--- src/rtl/uart_pkg.sv ---
// Shared UART constants: character width and default transmit FIFO depth.
// Imported by the transmit FIFO, its interface and its storage array.
package uart_pkg;

   localparam int unsigned UART_DATA_W             = 8;
   localparam int unsigned UART_TX_FIFO_DEPTH_LOG2 = 4;
   localparam int unsigned UART_TX_FIFO_DEPTH      = 2 ** UART_TX_FIFO_DEPTH_LOG2;

endpackage : uart_pkg

--- src/rtl/uart_tx_fifo_if.sv ---
// Producer/consumer handshake of the UART transmit FIFO.
// Optional level/almost_full signals exist only when UART_TX_FIFO_LEVEL_EN is defined.
interface uart_tx_fifo_if
   import uart_pkg::*;
#(
   parameter int unsigned WIDTH      = UART_DATA_W,
   parameter int unsigned DEPTH_LOG2 = UART_TX_FIFO_DEPTH_LOG2
) ();

   logic             wr_en;
   logic [WIDTH-1:0] wr_data;
   logic             full;
   logic             read;
   logic             empty;
   logic [WIDTH-1:0] data;
   logic             overflow;
   logic             underflow;
`ifdef UART_TX_FIFO_LEVEL_EN
   logic [DEPTH_LOG2:0] level;
   logic                almost_full;

   modport master (
      output wr_en, wr_data, read,
      input  full, empty, data, overflow, underflow, level, almost_full
   );

   modport slave (
      input  wr_en, wr_data, read,
      output full, empty, data, overflow, underflow, level, almost_full
   );
`else
   modport master (
      output wr_en, wr_data, read,
      input  full, empty, data, overflow, underflow
   );

   modport slave (
      input  wr_en, wr_data, read,
      output full, empty, data, overflow, underflow
   );
`endif

endinterface : uart_tx_fifo_if

--- src/rtl/uart_tx_fifo_mem.sv ---
// Storage array for the UART transmit FIFO: one synchronous write port,
// one asynchronous read port, no reset.
module uart_tx_fifo_mem
   import uart_pkg::*;
#(
   parameter int unsigned ADDR_W = UART_TX_FIFO_DEPTH_LOG2,
   parameter int unsigned WIDTH  = UART_DATA_W
) (
   input  logic              clk,
   input  logic              wr_en_i,
   input  logic [ADDR_W-1:0] wr_addr_i,
   input  logic [WIDTH-1:0]  wr_data_i,
   input  logic [ADDR_W-1:0] rd_addr_i,
   output logic [WIDTH-1:0]  rd_data_o
);

   logic [WIDTH-1:0] mem_q [2**ADDR_W];

   // NOTE: the array is deliberately not reset; stale contents are never
   // visible because the pointers decide which entries are valid.
   always_ff @(posedge clk) begin
      if (wr_en_i) begin
         mem_q[wr_addr_i] <= wr_data_i;
      end
   end

   assign rd_data_o = mem_q[rd_addr_i];

endmodule : uart_tx_fifo_mem

--- src/rtl/uart_tx_fifo.sv ---
// UART transmit FIFO: pointer/flag control and registered pop data.
// Define UART_TX_FIFO_LEVEL_EN to add the level and almost_full outputs.
module uart_tx_fifo
   import uart_pkg::*;
#(
   parameter int unsigned DEPTH_LOG2 = UART_TX_FIFO_DEPTH_LOG2,
   parameter int unsigned WIDTH      = UART_DATA_W
) (
   input  logic          clk,
   input  logic          rst,
   uart_tx_fifo_if.slave fifo_if
);

   localparam int unsigned DEPTH = 2 ** DEPTH_LOG2;

   typedef logic [DEPTH_LOG2:0]   ptr_t;
   typedef logic [DEPTH_LOG2-1:0] idx_t;

   localparam ptr_t PTR_ONE = ptr_t'(1);

   ptr_t             wr_ptr_q, wr_ptr_d;
   ptr_t             rd_ptr_q, rd_ptr_d;
   logic [WIDTH-1:0] data_q, data_d;
   logic             overflow_q, overflow_d;
   logic             underflow_q, underflow_d;

   logic             full;
   logic             empty;
   logic             rd_ok;
   logic             wr_ok;
   logic [WIDTH-1:0] mem_rd_data;

   // Flags come only from registered pointers, so no input reaches them combinationally.
   assign empty = (wr_ptr_q == rd_ptr_q);
   assign full  = (wr_ptr_q[DEPTH_LOG2-1:0] == rd_ptr_q[DEPTH_LOG2-1:0]) &&
                  (wr_ptr_q[DEPTH_LOG2]     != rd_ptr_q[DEPTH_LOG2]);

   // A pop frees the slot being written, so a write while full is legal if a read is accepted too.
   assign rd_ok = fifo_if.read  && !empty;
   assign wr_ok = fifo_if.wr_en && (!full || rd_ok);

   always_comb begin
      // NOTE: every next-state signal gets a default first so no latch is inferred.
      wr_ptr_d    = wr_ptr_q;
      rd_ptr_d    = rd_ptr_q;
      data_d      = data_q;
      overflow_d  = fifo_if.wr_en && !wr_ok;
      underflow_d = fifo_if.read  && empty;

      if (wr_ok) begin
         wr_ptr_d = wr_ptr_q + PTR_ONE;
      end
      if (rd_ok) begin
         rd_ptr_d = rd_ptr_q + PTR_ONE;
         data_d   = mem_rd_data;
      end
   end

   // NOTE: sequential state uses non-blocking assignments only.
   always_ff @(posedge clk or posedge rst) begin
      if (rst) begin
         wr_ptr_q    <= '0;
         rd_ptr_q    <= '0;
         data_q      <= '0;
         overflow_q  <= 1'b0;
         underflow_q <= 1'b0;
      end else begin
         wr_ptr_q    <= wr_ptr_d;
         rd_ptr_q    <= rd_ptr_d;
         data_q      <= data_d;
         overflow_q  <= overflow_d;
         underflow_q <= underflow_d;
      end
   end

   uart_tx_fifo_mem #(
      .ADDR_W (DEPTH_LOG2),
      .WIDTH  (WIDTH)
   ) u_mem (
      .clk       (clk),
      .wr_en_i   (wr_ok),
      .wr_addr_i (idx_t'(wr_ptr_q[DEPTH_LOG2-1:0])),
      .wr_data_i (fifo_if.wr_data),
      .rd_addr_i (idx_t'(rd_ptr_q[DEPTH_LOG2-1:0])),
      .rd_data_o (mem_rd_data)
   );

   assign fifo_if.full      = full;
   assign fifo_if.empty     = empty;
   assign fifo_if.data      = data_q;
   assign fifo_if.overflow  = overflow_q;
   assign fifo_if.underflow = underflow_q;

`ifdef UART_TX_FIFO_LEVEL_EN
   ptr_t level;

   assign level               = wr_ptr_q - rd_ptr_q;
   assign fifo_if.level       = level;
   assign fifo_if.almost_full = (level >= ptr_t'(DEPTH - 2));
`endif

endmodule : uart_tx_fifo

--- src/flat_wrapper.sv ---
// flat-port wrapper written by rule: the top's interface ports become plain ports
module uart_tx_fifo_flat import uart_pkg::*;
#(
   parameter int unsigned DEPTH_LOG2 = UART_TX_FIFO_DEPTH_LOG2,
   parameter int unsigned WIDTH      = UART_DATA_W
)
  (clk, rst, fifo_if_wr_en, fifo_if_wr_data, fifo_if_read, fifo_if_full, fifo_if_empty, fifo_if_data, fifo_if_overflow, fifo_if_underflow);
  uart_tx_fifo_if #(.WIDTH(WIDTH), .DEPTH_LOG2(DEPTH_LOG2)) fifo_if_i ();
  input  logic clk;
  input  logic rst;
  input wire logic [$bits(fifo_if_i.wr_en)-1:0] fifo_if_wr_en;
  input wire logic [$bits(fifo_if_i.wr_data)-1:0] fifo_if_wr_data;
  input wire logic [$bits(fifo_if_i.read)-1:0] fifo_if_read;
  output wire logic [$bits(fifo_if_i.full)-1:0] fifo_if_full;
  output wire logic [$bits(fifo_if_i.empty)-1:0] fifo_if_empty;
  output wire logic [$bits(fifo_if_i.data)-1:0] fifo_if_data;
  output wire logic [$bits(fifo_if_i.overflow)-1:0] fifo_if_overflow;
  output wire logic [$bits(fifo_if_i.underflow)-1:0] fifo_if_underflow;
  assign fifo_if_i.wr_en = fifo_if_wr_en;
  assign fifo_if_i.wr_data = fifo_if_wr_data;
  assign fifo_if_i.read = fifo_if_read;
  assign fifo_if_full = fifo_if_i.full;
  assign fifo_if_empty = fifo_if_i.empty;
  assign fifo_if_data = fifo_if_i.data;
  assign fifo_if_overflow = fifo_if_i.overflow;
  assign fifo_if_underflow = fifo_if_i.underflow;
  uart_tx_fifo #(.DEPTH_LOG2(DEPTH_LOG2), .WIDTH(WIDTH)) u_core (.clk(clk), .rst(rst), .fifo_if(fifo_if_i));
endmodule
--- config.mk ---
export PLATFORM = sky130hd
export DESIGN_NAME = uart_tx_fifo_flat
export DESIGN_NICKNAME = d
export VERILOG_FILES = /design/src/rtl/uart_pkg.sv /design/src/rtl/uart_tx_fifo_if.sv /design/src/rtl/uart_tx_fifo_mem.sv /design/src/rtl/uart_tx_fifo.sv /design/src/flat_wrapper.sv
export SDC_FILE = /design/constraint.sdc
export NUM_CORES = 1
export LEC_CHECK = 0
export ABC_AREA = 1
export CORE_UTILIZATION = 60
export CTS_BUF_LIST = sky130_fd_sc_hd__clkbuf_8
export DETAILED_ROUTE_END_ITERATION = 12
export MAX_ROUTING_LAYER = met4
export PLACE_DENSITY = 0.88
export SYNTH_ARGS = -nofsm -noshare
export SYNTH_HDL_FRONTEND = slang
export SYNTH_HIERARCHICAL = 1
export SYNTH_SLANG_ARGS = --single-unit
--- constraint.sdc ---
create_clock -name clk -period 2.7 [get_ports clk]
set_clock_uncertainty 0.15 [all_clocks]
set_input_delay 0.27 -clock clk [delete_from_list [all_inputs] [get_ports clk]]
set_output_delay 0.27 -clock clk [all_outputs]
set_load 0.01 [all_outputs]
==> results.py, run 1 <==
metrics = {
    "outcome": {
        "status": "finished clean",
    },
    "timing": {
        "hold_violations": 0,
        "fmax_mhz": 392,
        "rsz0062_at_grt": "false",
        "finalMaxSlewViolations": 0,
        "worstMarginPinSlew_ns": 0.800,
        "fin_tns_setup_ns": 0,
        "slew-limit-headroom_pct": 46.5,
        "period_share_pct": 94.5,
        "period_needed_ns": 2.55,
        "setup_violations": 0,
        "layout_setup_ws_ns": 0.147,
    },
    "route": {
        "first_iter_violations": 521,
        "vias": 4723,
        "viasPerCell": 5.45,
        "routed_wl_um": 14900,
        "wl_per_cell_um": 17.2,
        "drc": 0,
        "dr.pass1.iters": 7,
        "final_antenna_net_count": 0,
    },
    "clocking": {
        "htreeDepth": 4,
        "cts_buffer_depth": 2,
        "clock-sinks": 148,
        "numCtsBuffers": 17,
        "clk_latency_ns": 0.44,
        "path_clk_slew_ns": 0.08,
        "cts_root_buf": "clkbuf_8",
        "cts_tree": "built",
    },
    "placed_design": {
        "place_area_um2": 7060,
        "dp_hpwl_um": 9690,
        "portBuffers": 23,
        "gp_congestion": 0.946,
        "pre_cts_ws_ns": 0.311,
    },
    "logic_synthesis": {
        "synthXorXnorAreaFrac_pct": 0.791,
        "ys_top_cells_by_area": "edfxtp_1, nand2_1, nand3_1, dfrtp_1, inv_1",
        "yosys.area.top_type": "edfxtp_1",
        "synth_top_family_by_area": "simple AND/OR/NAND/NOR gates",
        "mappedNetlistNets": 684,
        "synth_seq_cells": 148,
        "postSynthCellCount": 670,
        "synth_compound_area_share_pct": 0.0753,
        "postSynthAreaPerCell_um2": 9.92,
        "netlist.area_leader.share_pct": 57.9,
        "synth-seq-area-share_pct": 65.4,
        "synthDistinctLibCells": 22,
        "synth_area_um2": 6640,
        "synth_mux_area_share_pct": 0,
        "ys_warn_count": 6,
        "yosys.area_share.simple_pct": 23.8,
        "synth_fa_ha_area_share_pct": 0.377,
    },
    "floorplanning": {
        "ios": 24,
        "num_rows": 38,
        "die_w_um": 107,
        "die_area_um2": 11500,
        "die_h_um": 107,
        "start_util_pct": 61.6,
        "coreArea_um2": 10800,
    },
    "power": {
        "finalPower_mw": 7.60,
        "power.density_nw_per_um2": 1010,
        "peakVddDrop_v": 0.000584,
        "p_leak_nw": 3.37,
    },
    "setup_path": {
        "critical_path_class": "reg2out",
        "critPathRequiredTime_ns": 2.28,
        "worst_setup_path_end_kind": "primary output",
        "start_kind": "register",
        "cp_max_fo": 19,
        "cp.arrival_ns": 2.13,
    },
    "cells_and_area": {
        "drive_above_1_share_pct": 9.50,
        "final_common_cell": "nand2_1",
        "area_growth_pct": 13.0,
        "n_fill_cell": 766,
        "final_cell_mix": "nand2_1, edfxtp_1, inv_1",
        "regArea_um2": 4350,
        "nNetsFinal": 727,
        "multi_input_area_um2": 1660,
        "antenna_cells": 0,
        "design_area_um2": 7510,
    },
    "min_path": {
        "hold_class": "in2async",
    },
    "grt": {
        "overflow": 0,
        "grt_antenna_before_repair": 0,
        "grt_max_degree": 51,
        "grt_pass1_wl_um": 23200,
        "grt_util_all_layers_pct": 29.1,
        "first_global_vias": 4538,
    },
    "run": {
        "maxCapViolCount": 0,
    },
}
==> routing by layer <==
layer	up-vias	track usage [%]	wire length, µm
li1	2211	-	-
met1	2204	37.1	5790
met2	266	45.4	7240
met3	42	5.29	1330
met4	0	14.7	534
met5	-	-	0
==> kinds of logic after synthesis <==
group | Yosys count
AND/OR/NAND/NOR | 368
AO/OA/AOI/OAI | 1
flip-flops | 148
adder cells (fa/ha/maj) | 2
XOR/XNOR | 6
buffers and inverters | 145
==> worst paths after layout <==
kind	from	slack (ns)	cells after the start	endpoint
min in group clk	u_core/fifo_if.data[4]	0.34	2	u_core/fifo_if.data[4]
hold / removal	rst	0.11	2	u_core/fifo_if.data[4]
setup reg to reg	u_core/rd_ptr_q[4]	0.27	8	u_core/u_mem/mem_q[10][6]
setup / recovery	u_core/rd_ptr_q[0]	0.15	7	fifo_if_empty
hold reg to reg	u_core/fifo_if.data[4]	0.34	2	u_core/fifo_if.data[4]
max in group asynchronous	rst	1.76	2	u_core/rd_ptr_q[3]
==> sequential cells by signal (all words and copies together), names as in the netlist <==
| signal | cells |
|---|---|
| u_core/u_mem/mem_q | 128 |
| u_core/fifo_if.data | 8 |
| u_core/rd_ptr_q | 5 |
| u_core/wr_ptr_q | 5 |
| u_core/fifo_if.overflow | 1 |
| u_core/fifo_if.underflow | 1 |
==> report_power, final <==
part           total (mW)  switching, mW  internal (mW)  leakage (nW)
Clock                1.88          0.861           1.02         0.218
Sequential           2.97          0.188           2.78          1.41
Combinational        2.75           1.87          0.885          1.74
==> cell usage after synthesis (all sizes together) <==
cell,number
edfxtp,128
xor2,2
nand3b,2
ha,2
buf,26
inv,119
nand4,1
nand2,236
o21ai,1
nand3,108
xnor2,4
nor2,21
dfrtp,20
==> metrics by stage <==
stage,std cells,utilization (%),hold slack (ns)
6_report,866,69.5,0.109
5_1_grt,866,69.5,0.179
4_1_cts,866,69.5,0.113
3_5_place_dp,834,65.5,0.318
3_3_place_gp,834,65.5,0.314
2_1_floorplan,670,-,0.0838
==> layout make-up <==
cell class | instances | share of cell area, %
Sequential cell | 148 | 57.9
Multi-Input combinational cell | 377 | 22.1
Inverter | 119 | 5.98
Timing Repair Buffer | 50 | 5.77
Clock buffer | 17 | 3.12
Clock inverter | 15 | 2.75
Tap cell | 140 | 2.33
==> critical path, cell delays in order (launching register included) <==
cell and delay (ns):
dfrtp_2 0.42, buf_4 0.20, nand2_1 0.08, nand2_1 0.08, nor2_4 0.18, nand3_4 0.11
inv_1 0.07, clkdlybuf4s50_1 0.54
==> timing repair <==
action,4_1_cts,5_1_grt
hold buffers,0,0
gates resized for setup,0,1
setup endpoints to repair,0,2
setup buffers,0,0
Note: power is estimated with default switching activity, not from simulation.
==> run 2: changes to the inputs <==
--- a/config.mk
+++ b/config.mk
@@ -11,6 +11,7 @@
 export DETAILED_ROUTE_END_ITERATION = 12
 export MAX_ROUTING_LAYER = met4
 export PLACE_DENSITY = 0.88
+export RECOVER_POWER = 100
 export SYNTH_ARGS = -nofsm -noshare
 export SYNTH_HDL_FRONTEND = slang
 export SYNTH_HIERARCHICAL = 1
==> results.py, run 2 (synthesis gave the netlist of run 1 again) <==
metrics = {
    "outcome": {
        "status": "finished clean",
    },
    "power": {
        "finalPower_mw": 7.50,
        "p_leak_nw": 3.31,
        "power.density_nw_per_um2": 1010,
        "peakVddDrop_v": 0.000582,
    },
    "cells_and_area": {
        "antenna_cells": 0,
        "multi_input_area_um2": 1640,
        "design_area_um2": 7420,
        "fin_cells": 866,
        "largest_reg_flops": 128,
        "final_common_cell": "nand2_1",
        "nNetsFinal": 727,
        "area_growth_pct": 11.7,
        "regMostFlops": "u_core/u_mem/mem_q",
        "regArea_um2": 4350,
        "drive_above_1_share_pct": 6.89,
        "n_fill_cell": 788,
        "fin_util_pct": 68.7,
        "final_cell_mix": "nand2_1, edfxtp_1, inv_1",
    },
    "timing": {
        "holdWs_ns": 0.249,
        "period_needed_ns": 2.56,
        "layout_setup_ws_ns": 0.145,
        "finalMaxSlewViolations": 0,
        "rsz0062_at_grt": "false",
        "worstMarginPinSlew_ns": 0.993,
        "period_share_pct": 94.6,
        "hold_violations": 0,
        "fmax_mhz": 391,
        "fin_tns_setup_ns": 0,
        "slew-limit-headroom_pct": 33.8,
        "setup_violations": 0,
    },
    "placed_design": {
        "dp_hpwl_um": 9690,
        "gp_congestion": 0.946,
        "pre_cts_ws_ns": 0.311,
        "dp.cells": 834,
        "portBuffers": 23,
        "place_area_um2": 7060,
    },
    "setup_path": {
        "slowest_delay_ns": 0.54,
        "critPathRequiredTime_ns": 2.28,
        "cp.arrival_ns": 2.14,
        "critical_path_class": "reg2out",
        "start_kind": "register",
        "path_cells": "buf_4, nand2_1, nand2_1, nor2_4, nand3_1, inv_1, clkdlybuf4s50_1",
        "reg2reg_from": "u_core/rd_ptr_q[0]",
        "reg2reg_to": "u_core/u_mem/mem_q[9][5]",
        "path_common_cell": "nand2_1",
        "cp_max_fo": 19,
        "reg2regPathDepth": 10,
        "slowest_stage": "clkdlybuf4s50_1",
        "r2r_slack_ns": 0.18,
        "worst_setup_path_end_kind": "primary output",
        "crit_start": "u_core/rd_ptr_q[0]",
    },
    "clocking": {
        "cts_tree": "built",
        "htreeDepth": 4,
        "clock-sinks": 148,
        "path_clk_slew_ns": 0.08,
        "clk_latency_ns": 0.44,
        "hold_buffers": 0,
        "numCtsBuffers": 17,
        "post_cts_buffers": 0,
        "cts_root_buf": "clkbuf_8",
        "cts_buffer_depth": 2,
    },
    "grt": {
        "grt_antenna_before_repair": 0,
        "grt_pass1_wl_um": 23200,
        "grt_util_all_layers_pct": 29.1,
        "use_met3_pct": 5.29,
        "grt-busiest-layer": "met2",
        "grt_max_degree": 51,
        "first_global_vias": 4538,
        "overflow": 0,
        "met1_usage_pct": 37.1,
        "met2_usage_pct": 45.4,
    },
    "route": {
        "vias": 4687,
        "wl_per_cell_um": 17.2,
        "routed_wl_um": 14900,
        "viasPerCell": 5.41,
        "drc": 0,
        "final_antenna_net_count": 0,
        "first_iter_violations": 501,
        "dr.pass1.iters": 6,
    },
    "floorplanning": {
        "die_h_um": 107,
        "die_area_um2": 11500,
        "die_w_um": 107,
        "ios": 24,
        "start_util_pct": 61.6,
        "num_rows": 38,
        "coreArea_um2": 10800,
    },
    "min_path": {
        "hold_class": "in2async",
    },
    "run": {
        "maxCapViolCount": 0,
    },
}
-- run 2: cell types whose count changed in the layout (fill, tap and decap cells not counted), sizes merged --
cell           before  now
clkdlybuf4s50      23    3
clkinvlp            2    3
inv               123  122
buf                27    9
dlygate4sd3         0   20
clkbuf             17   35
-- run 2: critical path: cells and delay by family (launching register included) --
kind / cells / cell delay, ns
AND/OR/NAND/NOR: 4 / 0.45
flip-flops: 1 / 0.42
buffers and inverters: 3 / 0.82
-- run 2: worst max path at each step --
stage | slack (ns) | cells past startpoint | to
after floorplan | 0.48 | 7 | u_core/u_mem/mem_q[12][0]
after global placement | 0.36 | 8 | u_core/u_mem/mem_q[10][2]
after detailed placement | 0.31 | 8 | u_core/u_mem/mem_q[10][3]
after CTS | 0.05 | 7 | fifo_if_empty
after global routing | 0.05 | 10 | u_core/u_mem/mem_q[14][2]
final | 0.14 | 7 | fifo_if_empty
-- run 2: repair_timing --
action | CTS | global route
setup endpoints to repair | 0 | 2
resized for setup | 0 | 1
hold endpoints to repair | 0 | 0
-- run 2: power breakdown --
group / total, mW / internal, mW / switching (mW)
registers: 2.97 / 2.79 / 0.182
clock network: 1.87 / 1.02 / 0.855
logic: 2.66 / 0.823 / 1.84
-- run 2: area by class of cell --
type	instances	share of cell area, %
clock buffers	17	3.15
clock inverters	15	2.78
inverters	119	6.04
multi-input cells	377	22.1
flip-flops and latches	148	58.6
well taps	140	2.36
repair buffers	50	4.94
-- run 2: routing by layer --
| metal | routed length [µm] | vias up | part of all wire [%] |
|---|---|---|---|
| met3 | 1220 | 36 | 8.2 |
| met2 | 7240 | 244 | 49 |
| met5 | 0 | - | 0 |
| met4 | 507 | 0 | 3.4 |
| li1 | - | 2214 | - |
| met1 | 5910 | 2193 | 40 |
==> run 3: changes to the inputs <==
==> constraint.sdc (replaced) <==
create_clock -name clk -period 2.7 [get_ports clk]
set_clock_uncertainty 0.15 [all_clocks]
set_input_delay 0.27 -clock clk [delete_from_list [all_inputs] [get_ports clk]]
set_output_delay 0.27 -clock clk [all_outputs]
set_load 0.02 [all_outputs]
==> results.py, run 3 (synthesis gave the netlist of run 1 again) <==
metrics = {
    "grt": {
        "grt_util_all_layers_pct": 27.4,
        "overflow": 0,
        "first_global_vias": 4557,
        "grt_max_degree": 49,
        "grt_pass1_wl_um": 22200,
        "grt_antenna_before_repair": 0,
    },
    "cells_and_area": {
        "multi_input_area_um2": 1640,
        "regArea_um2": 4350,
        "largest_reg_flops": 128,
        "n_fill_cell": 747,
        "fin_util_pct": 68.2,
        "final_common_cell": "nand2_1",
        "antenna_cells": 0,
        "nNetsFinal": 725,
        "area_growth_pct": 10.8,
        "design_area_um2": 7360,
        "final_cell_mix": "nand2_1, edfxtp_1, inv_1",
        "drive_above_1_share_pct": 6.77,
        "regMostFlops": "u_core/u_mem/mem_q",
    },
    "placed_design": {
        "dp_hpwl_um": 9160,
        "place_area_um2": 7060,
        "gp_congestion": 1.03,
        "portBuffers": 23,
    },
    "setup_path": {
        "critPathRequiredTime_ns": 2.28,
        "slowest_delay_ns": 0.59,
        "path_cells": "inv_1, nand2_1, nand2_1, nor2_4, nand3_1, inv_1, clkdlybuf4s50_1",
        "crit_start": "u_core/wr_ptr_q[3]",
        "reg2reg_from": "u_core/rd_ptr_q[3]",
        "start_kind": "register",
        "slowest_stage": "clkdlybuf4s50_1",
        "cp_max_fo": 8,
        "cp.arrival_ns": 2.14,
        "critical_path_class": "reg2out",
        "worst_setup_path_end_kind": "primary output",
    },
    "floorplanning": {
        "die_h_um": 107,
        "coreArea_um2": 10800,
        "die_w_um": 107,
        "ios": 24,
        "start_util_pct": 61.6,
        "num_rows": 38,
        "die_area_um2": 11500,
    },
    "timing": {
        "period_share_pct": 94.9,
        "period_needed_ns": 2.56,
        "rsz0062_at_grt": "false",
        "fmax_mhz": 390,
        "hold_violations": 0,
        "fin_tns_setup_ns": 0,
        "worstMarginPinSlew_ns": 1.03,
        "setup_violations": 0,
        "finalMaxSlewViolations": 0,
        "slew-limit-headroom_pct": 31.4,
    },
    "clocking": {
        "clk_latency_ns": 0.45,
        "cts_root_buf": "clkbuf_8",
        "path_clk_slew_ns": 0.08,
        "htreeDepth": 4,
        "cts_buffer_depth": 2,
        "post_cts_buffers": 0,
        "clock-sinks": 148,
        "numCtsBuffers": 17,
        "cts_tree": "built",
    },
    "route": {
        "viasPerCell": 5.48,
        "vias": 4736,
        "routed_wl_um": 14200,
        "final_antenna_net_count": 0,
        "first_iter_violations": 470,
        "drc": 0,
        "dr.pass1.iters": 5,
        "wl_per_cell_um": 16.5,
    },
    "power": {
        "finalPower_mw": 7.30,
        "p_leak_nw": 3.27,
        "power.density_nw_per_um2": 992,
        "peakVddDrop_v": 0.000629,
    },
    "min_path": {
        "hold_class": "in2async",
    },
    "run": {
        "maxCapViolCount": 0,
    },
    "outcome": {
        "status": "finished clean",
    },
}
[run 3: cell types whose count changed in the layout (fill, tap and decap cells not counted), sizes merged]
cell / before / now
bufinv: 4 / 1
clkbuf: 35 / 33
clkdlybuf4s50: 3 / 4
clkinv: 5 / 3
clkinvlp: 3 / 4
dlygate4sd3: 20 / 19
inv: 122 / 126
[run 3: path summary, 6_finish.rpt]
kind	to	slack (ns)	cells after the start
max	fifo_if_empty	0.14	7
min	u_core/fifo_if.data[1]	0.25	2
max reg2reg	u_core/u_mem/mem_q[10][6]	0.16	10
min reg2reg	u_core/fifo_if.data[6]	0.34	2
max in group asynchronous	u_core/rd_ptr_q[3]	1.61	2
min in group clk	u_core/fifo_if.data[6]	0.34	2
[run 3: layout make-up]
cell class,instances,share of cell area [%]
Tap cell,140,2.38
Multi-Input combinational cell,377,22.3
Sequential cell,148,59.0
Timing Repair Buffer,48,5.03
Clock buffer,17,3.18
Clock inverter,15,1.97
Inverter,119,6.10
[run 3: repair_timing]
item / in CTS / in global routing
gates resized for setup: 1 / 0
hold buffers: 0 / 0
endpoints found under the setup margin: 1 / 0
[run 3: power by group]
group	leakage (nW)	switching [mW]	internal [mW]	total (mW)
combinational	1.69	1.88	0.848	2.73
clock	0.180	0.863	0.749	1.61
sequential	1.41	0.178	2.79	2.96
total	3.27	2.92	4.38	7.30
[run 3: metrics by stage]
stage	hold slack, ns	std cells	setup WS [ns]
after floorplan	0.0838	670	0.482
after global placement	0.317	832	0.313
after detailed placement	0.326	832	0.161
after CTS	0.104	864	0.123
after global routing	0.294	864	0.0315
final	0.250	864	0.138
[run 3: worst max-delay path, delay by kind of cell, from the launching register on]
kind          cells  cell delay [ns]
simple gates      4             0.41
buf+inv           3             0.78
flops             1             0.50
[run 3: routing by layer]
metal / share of wire (%) / up-vias / GRT usage [%]
li1: - / 2218 / -
met1: 38 / 2236 / 31.9
met2: 51 / 230 / 44.3
met3: 6.9 / 52 / 5.90
met4: 4.4 / 0 / 15.6
met5: 0 / - / -
